[src/rtl/countdown_from_6.sv]
// rtl/countdown_from_6.sv - mod-(MAX+1) down-counter with load, start/pause, prescaler and terminal pulse
module countdown_from_6 #(
    parameter int WIDTH       = 4,
    parameter int MAX         = 6,
    parameter int DIV         = 1,
    parameter bit AUTO_RELOAD = 1'b1
) (
    input  logic             clk,
    input  logic             reset,
    input  logic             load,
    input  logic [WIDTH-1:0] load_val,
    input  logic             start,
    input  logic             pause,
    input  logic             tick_en,
    output logic [WIDTH-1:0] count,
    output logic             busy,
    output logic             done
);

    localparam int PW = (DIV > 1) ? $clog2(DIV) : 1;
    localparam logic [PW-1:0]    PMAX = PW'(DIV - 1);
    localparam logic [PW-1:0]    PONE = PW'(1);
    localparam logic [WIDTH-1:0] MAXV = WIDTH'(MAX);
    localparam logic [WIDTH-1:0] ONE  = WIDTH'(1);

    typedef enum logic [1:0] {
        IDLE,
        RUN,
        PAUSED,
        DONE
    } state_t;

    state_t           state_q, state_d;
    logic [WIDTH-1:0] count_q, count_d;
    logic [PW-1:0]    presc_q, presc_d;
    logic             done_q, done_d;

    always_ff @(posedge clk or negedge reset) begin
        if (!reset) begin
            state_q <= IDLE;
            count_q <= MAXV;
            presc_q <= '0;
            done_q  <= 1'b0;
        end else begin
            state_q <= state_d;
            count_q <= count_d;
            presc_q <= presc_d;
            done_q  <= done_d;
        end
    end

    always_comb begin
        state_d = state_q;
        count_d = count_q;
        presc_d = presc_q;
        done_d  = 1'b0;
        if (load) begin
            count_d = (load_val > MAXV) ? MAXV : load_val;
            presc_d = '0;
            state_d = IDLE;
        end else begin
            case (state_q)
                IDLE: begin
                    if (start) begin
                        presc_d = '0;
                        if (count_q == '0 && !AUTO_RELOAD)
                            state_d = DONE;
                        else
                            state_d = RUN;
                    end
                end
                RUN: begin
                    // pause takes the cycle; any step due now is dropped
                    if (pause) begin
                        state_d = PAUSED;
                    end else if (tick_en) begin
                        if (presc_q == PMAX) begin
                            presc_d = '0;
                            if (count_q > ONE) begin
                                count_d = count_q - ONE;
                            end else if (count_q == ONE) begin
                                count_d = '0;
                                done_d  = 1'b1;
                                if (!AUTO_RELOAD)
                                    state_d = DONE;
                            end else if (AUTO_RELOAD) begin
                                count_d = MAXV;
                            end else begin
                                state_d = DONE;
                            end
                        end else begin
                            presc_d = presc_q + PONE;
                        end
                    end
                end
                PAUSED: begin
                    if (start && !pause)
                        state_d = RUN;
                end
                DONE: begin
                    if (start) begin
                        count_d = MAXV;
                        presc_d = '0;
                        state_d = RUN;
                    end
                end
                default: state_d = IDLE;
            endcase
        end
    end

    assign count = count_q;
    assign busy  = (state_q == RUN) || (state_q == PAUSED);
    assign done  = done_q;

endmodule

[config.mk]
export PLATFORM = sky130hd
export DESIGN_NAME = countdown_from_6
export DESIGN_NICKNAME = d
export VERILOG_FILES = /design/src/rtl/countdown_from_6.sv
export SDC_FILE = /design/constraint.sdc
export NUM_CORES = 1
export LEC_CHECK = 0
export ABC_CLOCK_PERIOD_IN_PS = 1600
export CORE_ASPECT_RATIO = 0.9
export CORE_UTILIZATION = 25
export CTS_CLUSTER_DIAMETER = 50
export DETAILED_ROUTE_END_ITERATION = 6
export GPL_ROUTABILITY_DRIVEN = 0
export PLACE_DENSITY = 0.58
export SLEW_MARGIN = 15
export SYNTH_ARGS = -nofsm -noshare
export SYNTH_HDL_FRONTEND = slang
export SYNTH_SLANG_ARGS = --single-unit
[constraint.sdc]
create_clock -name clk -period 1.6 [get_ports clk]
set_clock_uncertainty 0.05 [all_clocks]
set_input_delay 0.4 -clock clk [delete_from_list [all_inputs] [get_ports clk]]
set_output_delay 0.4 -clock clk [all_outputs]
set_load 0.02 [all_outputs]
==> flow_summary_export.csv, run 1 <==
group,metric,value,unit
clocking,cts_hold_buf,0,
cells_and_area,count_of_antenna_diodes_in_the_layout,0,
route,starting_drt_drc_count,10,
floorplan,dieArea,2290,µm²
logic_synthesis,synth_async_sr_flop_share,100,%
route,postRouteAntennaNets,0,
sta,layout_worst_path_cycle_share,99.1,%
cells_and_area,layout.nets,108,
critical_path,crit_path_max_incr_delay,0.36,ns
sta,report.final.setup_viol,0,
floorplan,chipHeight,45.5,µm
floorplan,initial_core_utilization,26.9,%
run,max-cap-violations,0,
logic_synthesis,yosys_register_bits,7,
floorplan,pin_count,16,
cells_and_area,area_growth_syn_to_layout,73.1,%
route,routed-via-count,533,
critical_path,path_common_cell,"inv_1",
route,wl_per_cell,11.4,µm
clocking,ctsRootBufferMaster,"clkbuf_4",
route,viasPerCell,4.56,
logic_synthesis,synth-edff-count,0,
route,remaining_drc_errors,0,
run_status,outcome,"completed",
placement,hpwlAfterDp,1030,µm
logic_synthesis,yosys_warnings,0,
global_routing,grt_use_total,12.3,%
logic_synthesis,syn_area,526,µm²
floorplan,placeableCoreArea,1950,µm²
critical_path,arrival,1.14,ns
logic_synthesis,synthesis.nets,72,
clocking,clkTransAtPathRegs,0.06,ns
floorplan,die_x_extent,50.3,µm
critical_path,setup.worst_path.start_class,"flop",
cells_and_area,final_util,46.6,%
clocking,worstSkewPairLatency,0.25,ns
placement,pre_cts_ws,-0.175,ns
global_routing,first_global_vias,477,
clocking,tritoncts,"done",
sta,timing.fmax,0.631,GHz
critical_path,worst-path-buf-inv,3,
critical_path,crit_chain,"inv_1 -> ha_1 -> inv_1 -> buf_6",
sta,setup-tns-final,0,ns
critical_path,worst-r2r-cell-count,7,
sta,finalWorstSetupSlack,0.0140,ns
power,powerDensity,1230,nW/µm²
logic_synthesis,synth.top_cells.by_area,"dfrtp_1 24%, ha_1 12%, dfstp_2 10%",
cells_and_area,layout.cells.most_common_list,"15 x buf_4, 9 x clkdlybuf4s50_1, 8 x inv_1",
power,ir_worst_vdd,718,µV
hold_path,holdCritPathClass,"in2async",
cells_and_area,layout_commonest_cell,"buf_4",
sta,slew_violations,0,
logic_synthesis,yosys.cell_types.count,30,
cells_and_area,n_fill_cell,211,
critical_path,critPathRequiredTime,1.15,ns
clocking,cts_max_path_buffers,2,
clocking,number_of_levels_the_h_tree_was_split_into,1,
sta,timing.final.hold_violations,0,
critical_path,cp_top_family,"flip-flops",
clocking,numClockSinks,7,
critical_path,cp_num_cells,4,
floorplan,rows,15,
critical_path,critical_path.endpoint_type,"output pin",
critical_path,cp_slowest_cell,"dfrtp_1",
logic_synthesis,ys_seq_area_share,33.8,%
cells_and_area,drive_above_1_share,39.1,%
sta,max_slew_margin,75.3,%
global_routing,overflow,0,
global_routing,initial_antenna_violation_count,0,
logic_synthesis,synth_cells,57,
logic_synthesis,mean_syn_cell_area,9.22,µm²
power,p_leak,0.407,nW
sta,worstMarginPinSlew,0.370,ns
logic_synthesis,synth_flop_cell,"dfrtp_1",
critical_path,setup_crit_path_kind,"reg2out",
global_routing,maximum_number_of_pins_on_one_net_before_global_route_repair,8,
sta,grt_setup_unrepaired,"yes",
sta,period_needed,1.59,ns
route,postRouteWirelength,1340,µm
logic_synthesis,netlist.area_leader.share,23.8,%
clocking,numCtsBuffers,3,
global_routing,global_route_wire_length_before_repair,2010,µm
critical_path,critical_path.max_fanout,2,
placement,io_buffer_count,15,
route,first_pass_iters,2,
logic_synthesis,synth.largest_area_cell,"dfrtp_1",
==> Yosys cell counts (2+ instances only) <==
cell / instances
inv_1: 9
a21oi_1: 6
dfrtp_1: 5
ha_1: 5
nor2_1: 4
dfstp_2: 2
nand2_1: 2
nor3b_1: 2
==> area by class of cell <==
cell class / count / area [µm²] / area share [%]
Multi-Input combinational cell: 40 / 359 / 39.5
Sequential cell: 7 / 178 / 19.5
Inverter: 9 / 33.8 / 3.71
Tap cell: 25 / 31.3 / 3.44
Clock buffer: 4 / 26.3 / 2.89
Timing Repair Buffer: 32 / 282 / 30.9
==> metal layers <==
metal	part of all wire (%)	wire (µm)	global-route usage, %
met1	46	614	14.5
met2	49	650	20.3
met3	4.6	62	7.00
met4	0.60	8	1.67
met5	0	0	0
==> registers in the layout (all words and copies together), names as in the netlist <==
| signal | flops |
|---|---|
| count | 4 |
| done | 1 |
| state_q | 2 |
==> stage by stage <==
stage | hold WS, ns | power, mW | instance area [µm²] | cells
global placement | 0.496 | 0.897 | 815 | 111
detailed placement | 0.516 | 0.906 | 815 | 111
CTS | 0.377 | 1.07 | 870 | 115
finish | 0.375 | 1.12 | 910 | 117
global route | 0.388 | 1.20 | 910 | 117
floorplan | 0.0544 | 0.617 | 526 | 57
==> power breakdown <==
group | switching, mW | internal [mW]
registers | 0.0409 | 0.247
logic | 0.330 | 0.334
clock network | 0.0678 | 0.0953
total | 0.438 | 0.677
==> cell families after synthesis <==
| kind of cell | count (synthesis) | synth area share (%) |
|---|---|---|
| AND/OR/NAND/NOR | 15 | 16.2 |
| flip-flops | 7 | 33.8 |
| multiplexers | 2 | 4.76 |
| AO/OA/AOI/OAI | 18 | 26.0 |
| adder cells (fa/ha/maj) | 5 | 11.9 |
| buffers and inverters | 10 | 7.38 |
==> repair_timing <==
| item | CTS | global route |
|---|---|---|
| buffers inserted | 0 | 2 |
| pin swaps | 1 | 6 |
| endpoints found under the setup margin | 9 | 6 |
| resized for setup | 17 | 8 |
==> final timing paths <==
check | slack, ns | from | end
worst max register to register | 0.02 | state_q[0]$_DFFE_PN0P_ | count[3]$_DFFE_PN0P_
max in group asynchronous | 0.82 | reset | count[2]$_DFFE_PN1P_
worst max-delay path | 0.01 | state_q[0]$_DFFE_PN0P_ | busy
worst min register to register | 0.52 | count[3]$_DFFE_PN0P_ | done$_DFF_PN0_
worst min-delay path | 0.37 | reset | count[0]$_DFFE_PN0P_
min in group clk | 0.52 | count[3]$_DFFE_PN0P_ | done$_DFF_PN0_
(Power assumes the default switching activity.)
==> run 2: changes to the inputs <==
--- a/config.mk
+++ b/config.mk
@@ -12,7 +12,6 @@
 export DETAILED_ROUTE_END_ITERATION = 6
 export GPL_ROUTABILITY_DRIVEN = 0
 export PLACE_DENSITY = 0.58
-export SLEW_MARGIN = 15
 export SYNTH_ARGS = -nofsm -noshare
 export SYNTH_HDL_FRONTEND = slang
 export SYNTH_SLANG_ARGS = --single-unit
==> results of run 2 <==
Same layout as run 1: the final DEF is identical, and so are final timing and power.
==> run 3: changes to the inputs <==
--- a/config.mk
+++ b/config.mk
@@ -5,10 +5,11 @@
 export SDC_FILE = /design/constraint.sdc
 export NUM_CORES = 1
 export LEC_CHECK = 0
+export ABC_AREA = 1
 export ABC_CLOCK_PERIOD_IN_PS = 1600
 export CORE_ASPECT_RATIO = 0.9
 export CORE_UTILIZATION = 25
-export CTS_CLUSTER_DIAMETER = 50
+export CTS_CLUSTER_DIAMETER = 120
 export DETAILED_ROUTE_END_ITERATION = 6
 export GPL_ROUTABILITY_DRIVEN = 0
 export PLACE_DENSITY = 0.58
==> run 3 against run 2 <==
Register-to-register slack gained 0.11 ns. Worst hold slack lost 0.026 ns. Routed wire length down 13%. Critical path type unchanged. Critical endpoint unchanged. Non-clock buffer count is 9 lower. Critical path depth fell by 1. Utilization fell by 4.6 points. Die area up 0.91%. Highest routed layer is now met3.
==> flow_summary_export.csv, run 3 <==
group,metric,value,unit
run_status,outcome,"completed",
logic_synthesis,mean_syn_cell_area,7.07,µm²
sta,report.final.setup_viol,0,
power,pwr-share-comb,65.0,%
floorplan,die_x_extent,50.6,µm
power,p_seq_share,23.2,%
power,powerDensity,1720,nW/µm²
clocking,numCtsBuffers,3,
critical_path,crit_chain,"ha_4 -> inv_2 -> buf_6",
logic_synthesis,synth.most_common_cell,"nand2_1",
logic_synthesis,synth_cells,75,
power,clockPowerShare,11.7,%
critical_path,critical_path.endpoint_type,"output pin",
logic_synthesis,synth.largest_area_cell,"dfrtp_1",
logic_synthesis,synth_async_sr_flop_share,100,%
critical_path,crit_path_max_incr_delay,0.41,ns
critical_path,r2r_setup_slack,0.13,ns
cells_and_area,count_of_antenna_diodes_in_the_layout,0,
sta,holdWs,0.349,ns
global_routing,grt_use_total,12.4,%
power,netSwitchingPower,0.635,mW
logic_synthesis,synth_flop_cell,"dfrtp_1",
sta,grt_setup_unrepaired,"no",
logic_synthesis,synthTopCellsByCount,"20 x nand2_1, 11 x inv_1, 9 x nand3_1",
cells_and_area,area_growth_syn_to_layout,54.7,%
critical_path,critical_path.max_fanout,2,
route,remaining_drc_errors,0,
logic_synthesis,synth-edff-count,0,
clocking,worstSkewPairLatency,0.26,ns
clocking,clkTransAtPathRegs,0.06,ns
global_routing,maximum_number_of_pins_on_one_net_before_global_route_repair,8,
cells_and_area,multi_input_area,327,µm²
hold_path,holdCritPathClass,"in2async",
placement,io_buffer_count,15,
cells_and_area,layout.cells.most_common_list,"19 x nand2_1, 9 x nand3_1, 9 x clkdlybuf4s50_1",
clocking,numClockSinks,7,
critical_path,critPathRequiredTime,1.15,ns
clocking,number_of_levels_the_h_tree_was_split_into,1,
logic_synthesis,netlist.area_leader.share,23.6,%
route,routed-via-count,549,
sta,slew_violations,0,
floorplan,placeableCoreArea,1950,µm²
power,p_int,0.775,mW
power,p_leak,0.413,nW
route,postRouteWirelength,1170,µm
logic_synthesis,synthesis.nets,90,
route,wl_per_cell,9.20,µm
route,starting_drt_drc_count,8,
cells_and_area,finish.instance_area,821,µm²
cells_and_area,largest_reg_flops,4,
cells_and_area,final_util,42.1,%
clocking,tritoncts,"done",
clocking,cts_max_path_buffers,2,
sta,worstMarginPinSlew,0.323,ns
logic_synthesis,yosys.cell_types.count,19,
clocking,post_cts.repair.setup_buffers,0,
sta,layout_worst_path_cycle_share,97.2,%
route,postRouteAntennaNets,0,
global_routing,first_global_vias,482,
logic_synthesis,yosys_warnings,0,
power,finalPower,1.41,mW
run,max-cap-violations,0,
critical_path,cp_slowest_cell,"dfrtp_1",
logic_synthesis,syn_area,531,µm²
route,first_pass_iters,4,
global_routing,initial_antenna_violation_count,0,
floorplan,initial_core_utilization,27.2,%
route,viasPerCell,4.32,
clocking,ctsRootBufferMaster,"clkbuf_4",
floorplan,pin_count,16,
sta,timing.fmax,0.643,GHz
cells_and_area,n_fill_cell,202,
placement,placement.cell_area,772,µm²
power,ir_worst_vdd,970,µV
global_routing,global_route_wire_length_before_repair,1990,µm
global_routing,overflow,0,
logic_synthesis,ys_seq_area_share,33.5,%
cells_and_area,layout_commonest_cell,"nand2_1",
logic_synthesis,yosys_register_bits,7,
critical_path,arrival,1.11,ns
critical_path,setup_crit_path_kind,"reg2out",
floorplan,rows,15,
clocking,cts_hold_buf,0,
floorplan,chipHeight,45.7,µm
sta,period_needed,1.56,ns
placement,hpwlAfterDp,959,µm
cells_and_area,ff_latch_area,178,µm²
floorplan,dieArea,2310,µm²
logic_synthesis,synth.top_cells.by_area,"dfrtp_1 24%, nand2_1 14%, ha_1 12%",
sta,timing.final.hold_violations,0,
power,p_sw_share,45.0,%
cells_and_area,layout.nets,118,
sta,max_slew_margin,78.4,%
critical_path,setup.worst_path.start_class,"flop",
cells_and_area,drive_above_1_share,28.4,%
## run 3: changes by cell type after synthesis, moves of 3 or more
cell and delta:
nand3_1 +9, o21ai_0 +3, a21oi_1 -5, nand2_1 +18
## run 3: metrics by stage
step / setup slack [ns] / setup TNS [ns] / std cells
after floorplan: 0.165 / 0 / 75
after global placement: -0.148 / -0.299 / 123
after detailed placement: -0.156 / -0.335 / 123
after CTS: -0.00212 / -0.00212 / 127
after global routing: 0.00403 / 0 / 127
final: 0.0447 / 0 / 127
## run 3: logic make-up (layout without fill, tap and decap cells)
| group | count (synthesis) | count (layout) | share of synthesized area [%] |
|---|---|---|---|
| buffers and inverters | 13 | 40 | 9.20 |
| AO/OA/AOI/OAI | 7 | 7 | 7.78 |
| adder cells (fa/ha/maj) | 5 | 5 | 11.8 |
| flip-flops | 7 | 7 | 33.5 |
| AND/OR/NAND/NOR | 43 | 43 | 37.7 |
## run 3: final cells by class
class	instances	share of cell area [%]
clock buffers	4	3.20
inverters	13	5.95
multi-input cells	55	39.8
flip-flops and latches	7	21.6
well taps	25	3.81
repair buffers	23	25.6
## run 3: power by group through the flow
stage	clock, mW	combinational [mW]	sequential [mW]
floorplan	0	0.436	0.406
detailed placement	0	0.886	0.324
finish	0.165	0.917	0.327
global route	0.186	1.04	0.336
global placement	0	0.887	0.318
CTS	0.176	0.866	0.321
## run 3: worst max-delay path: cells and delay by family, from the launching register on
kind                     cells  cell delay (ns)
adder cells (fa/ha/maj)      1             0.29
buffers and inverters        2             0.14
flip-flops                   1             0.41
## run 3: path summary, 6_finish.rpt
path	from	to	depth (start not counted)
max in group asynchronous	reset	count[1]$_DFFE_PN1P_	1
setup reg to reg	state_q[0]$_DFFE_PN0P_	count[3]$_DFFE_PN0P_	8
hold / removal	reset	count[0]$_DFFE_PN0P_	1
setup / recovery	state_q[1]$_DFFE_PN0P_	busy	3
min in group clk	count[3]$_DFFE_PN0P_	count[3]$_DFFE_PN0P_	3
hold reg to reg	count[3]$_DFFE_PN0P_	count[3]$_DFFE_PN0P_	3
## run 3: layer usage
| layer | up-vias | global-route usage, % | part of all wire [%] |
|---|---|---|---|
| met5 | - | 0 | 0 |
| met2 | 16 | 19.2 | 45 |
| met1 | 242 | 14.8 | 49 |
| met3 | 0 | 6.00 | 5.8 |
| met4 | 0 | 5.00 | 0 |
| li1 | 291 | - | - |
## run 3: timing repair
| action | 4_1_cts | 5_1_grt |
|---|---|---|
| endpoints found under the setup margin | 6 | 6 |
| resized for setup | 11 | 9 |
| pin swaps | 1 | 4 |
